===== src/rtl/fft_frame_buffer.sv =====
// ---------------------------------------------------------------------------
// fft_frame_buffer
//
// Ping-pong input framer for the FFT pipeline. Signed samples arrive one per
// cycle on a valid/ready stream and are collected into N_POINTS-sample
// frames. A finished frame is presented whole on FRAME_DATA and handed to the
// FFT core with a frame-level valid/ready handshake. While the core holds one
// bank, the other bank fills. With BIT_REV=1, samples are stored in
// bit-reversed slot order so that a decimation-in-time core can take the
// frame directly.
//
// Ports
//   CLK          rising-edge clock
//   RST_N        asynchronous active-low reset; clears control and storage
//   IN_VALID     input sample valid
//   IN_READY     high while the current write bank is not full
//   IN_DATA      signed sample, DATA_W bits
//   IN_LAST      frame-end marker. It is optional on the last slot. On any
//                earlier slot it discards the partial frame.
//   FRAME_VALID  a complete frame is presented on FRAME_DATA
//   FRAME_READY  FFT core accepts the presented frame
//   FRAME_DATA   slot k at bits [k*DATA_W +: DATA_W]; held while FRAME_VALID
//   FRAME_ERR    one-cycle pulse after an early IN_LAST
//   FILL_CNT     samples written so far into the current write bank
// ---------------------------------------------------------------------------
module fft_frame_buffer #(
    parameter int DATA_W   = 8,
    parameter int N_POINTS = 32,
    parameter int BIT_REV  = 0,
    localparam int IDX_W   = $clog2(N_POINTS)
) (
    input  logic                       CLK,
    input  logic                       RST_N,
    input  logic                       IN_VALID,
    output logic                       IN_READY,
    input  logic signed [DATA_W-1:0]   IN_DATA,
    input  logic                       IN_LAST,
    output logic                       FRAME_VALID,
    input  logic                       FRAME_READY,
    output logic [N_POINTS*DATA_W-1:0] FRAME_DATA,
    output logic                       FRAME_ERR,
    output logic [IDX_W-1:0]           FILL_CNT
);

    // Store-order mapping: identity, or bit reversal over IDX_W bits.
    function automatic logic [IDX_W-1:0] slot_of(input logic [IDX_W-1:0] idx);
        logic [IDX_W-1:0] r;
        r = idx;
        if (BIT_REV != 0) begin
            for (int b = 0; b < IDX_W; b++) begin
                r[b] = idx[IDX_W-1-b];
            end
        end
        return r;
    endfunction

    localparam logic [IDX_W-1:0] LAST_IDX = IDX_W'(N_POINTS - 1);

    logic                                  wr_sel;
    logic                                  rd_sel;
    logic [1:0]                            full;
    logic [1:0]                            full_nxt;
    logic [IDX_W-1:0]                      wr_idx;
    logic                                  err_p1;
    logic [1:0][N_POINTS-1:0][DATA_W-1:0]  bank;

    logic accept;
    logic at_last;
    logic early_last;
    logic complete;
    logic consume;

    // Both handshakes decode only from registered state. FRAME_READY
    // therefore reaches IN_READY only through the full[] flops.
    assign IN_READY    = ~full[wr_sel];
    assign FRAME_VALID = full[rd_sel];
    assign FRAME_DATA  = bank[rd_sel];
    assign FRAME_ERR   = err_p1;
    assign FILL_CNT    = wr_idx;

    assign accept     = IN_VALID & IN_READY;
    assign at_last    = (wr_idx == LAST_IDX);
    assign early_last = accept & IN_LAST & ~at_last;
    assign complete   = accept & at_last;
    assign consume    = FRAME_VALID & FRAME_READY;

    // A completion and a consumption can share an edge. They always target
    // different banks: completion needs full[wr_sel]=0, and consumption
    // needs full[rd_sel]=1. Both updates apply independently.
    always_comb begin
        full_nxt = full;
        if (complete) full_nxt[wr_sel] = 1'b1;
        if (consume)  full_nxt[rd_sel] = 1'b0;
    end

    // ---- accept edge: write slot, advance pointers, register error pulse ----
    always_ff @(posedge CLK or negedge RST_N) begin
        if (!RST_N) begin
            wr_sel <= 1'b0;
            rd_sel <= 1'b0;
            full   <= 2'b00;
            wr_idx <= '0;
            err_p1 <= 1'b0;
            bank   <= '0;
        end else begin
            full   <= full_nxt;
            err_p1 <= early_last;

            if (consume) rd_sel <= ~rd_sel;

            if (accept) begin
                if (early_last) begin
                    // The partial frame is abandoned. The flagged sample is
                    // dropped, and stale slots are overwritten by the refill.
                    wr_idx <= '0;
                end else begin
                    bank[wr_sel][slot_of(wr_idx)] <= IN_DATA;
                    if (at_last) begin
                        wr_idx <= '0;
                        wr_sel <= ~wr_sel;
                    end else begin
                        wr_idx <= wr_idx + 1'b1;
                    end
                end
            end
        end
    end

endmodule


===== config.mk =====
export PLATFORM = sky130hd
export DESIGN_NAME = fft_frame_buffer
export DESIGN_NICKNAME = d
export VERILOG_FILES = /design/src/rtl/fft_frame_buffer.sv
export SDC_FILE = /design/constraint.sdc
export NUM_CORES = 1
export LEC_CHECK = 0
export BUFFER_PORTS_ARGS = -buffer_cell sky130_fd_sc_hd__buf_4
export CELL_PAD_IN_SITES_DETAIL_PLACEMENT = 1
export CELL_PAD_IN_SITES_GLOBAL_PLACEMENT = 1
export CORE_MARGIN = 10
export CORE_UTILIZATION = 53
export DETAILED_ROUTE_END_ITERATION = 8
export PLACE_DENSITY_LB_ADDON = 0.1
export SYNTH_ARGS = -nofsm -noshare
export SYNTH_HDL_FRONTEND = slang
export SYNTH_SLANG_ARGS = --single-unit

===== constraint.sdc =====
create_clock -name CLK -period 4.9 [get_ports CLK]
set_clock_uncertainty 0.05 [all_clocks]
set_input_delay 0.98 -clock CLK [delete_from_list [all_inputs] [get_ports CLK]]
set_output_delay 0.98 -clock CLK [all_outputs]
set_load 0.05 [all_outputs]

## After elaboration in Yosys (flattened, before gate mapping)

Cells that the tools add are included.

- $add $sub $neg: 1
- Magnitude comparators: 6
- Equality and inequality tests: 1
- Muxes and demuxes: 19
- Bitwise operators: 13
- Reductions and logical operators: 5

Operators by type and width:

| operator | count |
|---|---|
| 256-bit 2-to-1 mux | 3 |
| 512-bit bitwise mux | 1 |
| 256-bit demux with 1-bit select | 1 |
| 8-bit demux with 5-bit select | 1 |
| 5-bit 2-to-1 mux | 2 |
| 8-bit 2-to-1 mux | 1 |
| 5-bit by 6-bit < comparator with 1-bit output (second input constant) | 1 |
| 1-bit 2-to-1 mux | 6 |
| 5-bit by 1-bit adder with 5-bit output (second input constant) | 1 |
| 1-bit bitwise AND | 5 |
| 5-bit equality test (second input constant) | 1 |
| 5-bit by 1-bit greater-or-equal comparator with 1-bit output (second input constant) | 1 |
| 1-bit inverter | 5 |
| 1-bit by 2-bit < comparator with 1-bit output (second input constant) | 2 |
| 2-bit 2-to-1 mux | 2 |
| 1-bit logical AND | 3 |
| 3-bit AND reduction | 1 |
| 2-bit bitwise AND | 1 |
| 1-bit demux with 1-bit select | 2 |
| 1-bit greater-or-equal comparator (second input constant) | 2 |
| 2-bit inverter | 1 |
| 2-bit OR | 1 |
| 2-bit AND reduction | 1 |

- Register bits: 522
- Input port bits: 13
- Output and inout bits: 264
- Logic and storage cells: 114

## Depth between registers and ports, before layout

- Word-level depth: 8
- Depth in mapped cells: 10

## Worst setup path after synthesis

Ideal clock, no wire load.

- Path type: flip-flop to flip-flop
- From: reg wr_idx[0] (netlist: FILL_CNT[0])
- To: reg bank[273] (netlist bit)
- Setup time: 125 ps
- Arrival time: 2702 ps
- Required time: 4725 ps
- Slack: 2024 ps
- Stages on the path, launching flop included: 10
- Cell sequence: dfrtp_1 > ha_1 > and3_1 > ha_1 > buf_2 > nor2b_1 > buf_6 > buf_6 > nor4_4 > mux2_2

- Cells in the longest elaborated chain, start to end: 7

RTL lines:

| element | RTL line | text |
|---|---|---|
| start, declared | 63 | `logic [IDX_W-1:0] wr_idx;` |
| start signal, assigned | 122 | `wr_idx <= wr_idx + 1'b1;` |
| 5-bit by 6-bit < comparator with 1-bit output (implied by the code) / 5-bit by 1-bit greater-or-equal comparator with 1-bit output (equally long branches) | 117 | `bank[wr_sel][slot_of(wr_idx)] <= IN_DATA;` |
| 1-bit logical AND (implied by the code) | 117 |  |
| 8-bit 2-to-1 mux (implied by the code) | 117 |  |
| 8-bit demux with 5-bit select | 117 |  |
| 256-bit 2-to-1 mux (implied by the code) | 117 |  |
| 256-bit demux with 1-bit select | 117 |  |
| 512-bit bitwise mux | 117 |  |
| end signal, assigned | 104 | `bank <= '0;` |
| end signal, assigned by index | 117 |  |
| end, declared | 65 | `logic [1:0][N_POINTS-1:0][DATA_W-1:0] bank;` |

Parallel ways exist; a longest one is shown, timed or not.
A chain may end at the register's enable or synchronous reset.

## Worst setup path in the final report

- From: reg rd_sel
- To: out FRAME_DATA[240]

- Cells in the longest elaborated chain, start to end: 2

RTL lines:

| element | RTL line | text |
|---|---|---|
| start, declared | 60 | `logic rd_sel;` |
| start signal, assigned | 109 | `if (consume) rd_sel <= ~rd_sel;` |
| 256-bit 2-to-1 mux (implied by the code) (2 in a row) | 77 | `assign FRAME_DATA = bank[rd_sel];` |
| end, declared | 40 | `output logic [N_POINTS*DATA_W-1:0] FRAME_DATA,` |

Every way passes these cells. The select of a mux whose other input is x is not followed.

==> metrics.txt <==
Synth Warn #=0; total wire length=63,500 um; Post-CTS Resized=0; most frequent cell after synthesis=mux2_2; syn_area_per_cell=15.2 um^2; crit-path cells=buf_4, mux2_2, buf_4; CP Max Fanout=48; ys async rst share=1.00; largest net degree at the start of global routing=123; Nets=1,796; Synth-to-Final Area Change=19.6%; CP max stage delay=0.94 ns; port bufs=276; CTS Hold Bufs=0; # diodes=0; Crit path required time=3.87 ns; status=finished clean; maximum root-to-sink buffer count=3; worst endpoint data arrival time=2.76 ns; minimum clock period=3.79 ns; hold slack=0.436 ns; drt pass-1 iters=4; overall routing resource usage=0.237; RD Place Congestion=0.759; # IOs=277; WS Path Type=reg2out; CP bufs+invs=2; core region area=0.0439 mm^2; final setup vio count=0; DR DRC count=0; global-route wire length before repair=97,900 um; commonest register cell after synthesis=dfrtp_1; EDFF count, synth=0; Layout Cells excl Fill=2,414; remaining antenna violation count=0; Worst-Margin Slew=1.02 ns; final max-slew violation count=0; die width=230 um; Inserted Clock Buffers=55; Synth area leader=dfrtp_1; Initial Util=0.534; Post-Syn Area=0.0234 mm^2; Die Span Y=230 um; antenna violations before repair=1; Clock Sinks=522; most frequent CP cell=buf_4; final setup TNS=0 ns; clock-pin slew on the worst setup and hold paths=0.06 ns; DR iter-0 viols=738; routed via count=13,900; post-synth top area share=0.557; CTS root buffer=clkbuf_16; unrepaired setup endpoints after global routing=false; Synth Instances=1,546; CP endpoint kind=primary output; share of cells above drive strength 1=0.654; die area=0.0530 mm^2; highest clock rate=264 MHz; Slew HR=0.323; dpl cell area=0.0260 mm^2; overall power=11,000 uW; max-cap viol count=0; LEAKAGE=0.0145 uW; H-tree depth=2; CP Launch Type=register; Final Hold Viols=0; Final Cycle Share=0.774; vias in the first global route=15,800; Cells after DPL=2,313; most common library cells after synthesis=764 x mux2_2, 522 x dfrtp_1, 91 x clkbuf_1; vias per cell=5.76; largest cells by area after synthesis=dfrtp_1 56%, mux2_2 37%, clkbuf_1 1.5%; Cell Pwr Density=393 mW/mm^2; Peak VDD IR=0.413 mV; Yosys cell types=41; HP Class=in2async; fin area=0.0280 mm^2; Yosys reg bits=522; Routed wire per std cell=26.3 um; later-pin clock latency in the skew report=0.60 ns; FP Rows=77; crit path max-delay cell type=dfrtp_4; Detail Placement HPWL=39,600 um; post-synthesis sequential area ratio=0.557; GRT overflow=0; Post-Syn Nets=1,564; # Post-CTS Setup Buffers=0; Top delay family on crit path=flip-flops; CTS tree=built
==> area by class of cell <==
type                            instances  area [um^2]
Sequential cell                       522        13100
Clock inverter                         19          319
Tap cell                              592          741
Timing Repair Buffer                  297         2300
Multi-Input combinational cell        899         9890
Clock buffer                           82         1700
Fill cell                            4009        15900
Inverter                                3         11.3
==> power by group <==
| part | leakage, uW | switching, uW | internal (uW) |
|---|---|---|---|
| Clock | 0.000999 | 1720 | 2810 |
| Sequential | 0.00722 | 112 | 4510 |
| Combinational | 0.00627 | 1260 | 584 |
==> placed cells by master, fill, tap and decap left out, types with 2 or more instances in the layout <==
cell       instances
mux2_2           764
dfrtp_1          521
buf_4            291
clkbuf_16         56
nand4_1           41
clkbuf_8          20
nor4_4            12
nand4_2            9
bufinv_16          8
clkinv_2           7
mux2_1             6
and3b_1            6
clkbuf_1           6
and3_1             5
nor2_1             5
ha_1               5
buf_12             5
o21ai_0            4
nor4b_4            4
inv_1              3
nand2_1            3
nor3b_1            3
nand3b_1           3
mux2i_1            2
nor3b_4            2
and4b_1            2
o311ai_0           2
nor3_1             2
a21bo_2            2
==> registers in the layout, summed over array words and instances, names as in the netlist <==
signal,cells
full,2
FRAME_ERR,1
rd_sel,1
FILL_CNT,5
bank,512
wr_sel,1
==> layer usage <==
layer | routed length [um] | global-route usage | up-vias | part of all wire
met5 | 20 | 0 | - | 0.00031
met4 | 1440 | 0.0695 | 2 | 0.023
met3 | 3220 | 0.0480 | 93 | 0.051
met2 | 32200 | 0.404 | 286 | 0.51
met1 | 26600 | 0.302 | 7452 | 0.42
li1 | - | - | 6072 | -
==> path summary, 6_finish.rpt <==
check / start / to / slack [ns] / depth (start not counted)
worst max-delay path: rd_sel / FRAME_DATA[240] / 1.11 / 3
worst min-delay path: RST_N / bank[321] / 0.44 / 1
worst max register to register: FILL_CNT[2] / bank[478] / 1.41 / 6
worst min register to register: bank[22] / bank[22] / 0.44 / 1
max in group asynchronous: RST_N / bank[125] / 3.14 / 2
min in group CLK: bank[22] / bank[22] / 0.44 / 1
==> per-stage QoR <==
step / util / setup slack, ns
3_3_place_gp: 0.592 / 1.63
5_1_grt: 0.638 / 0.990
3_5_place_dp: 0.592 / 1.45
4_1_cts: 0.638 / 1.06
6_report: 0.638 / 1.11
2_1_floorplan: - / 2.02
==> logic make-up after synthesis <==
| logic type | count (synthesis) | synth area share |
|---|---|---|
| mux | 772 | 0.371 |
| flops | 522 | 0.557 |
| buf+inv | 125 | 0.0220 |
| simple gates | 111 | 0.0442 |
| compound gates | 11 | 0.00326 |
| fa+ha+maj | 5 | 0.00267 |
No activity file was read; power rests on OpenSTA's default activity.
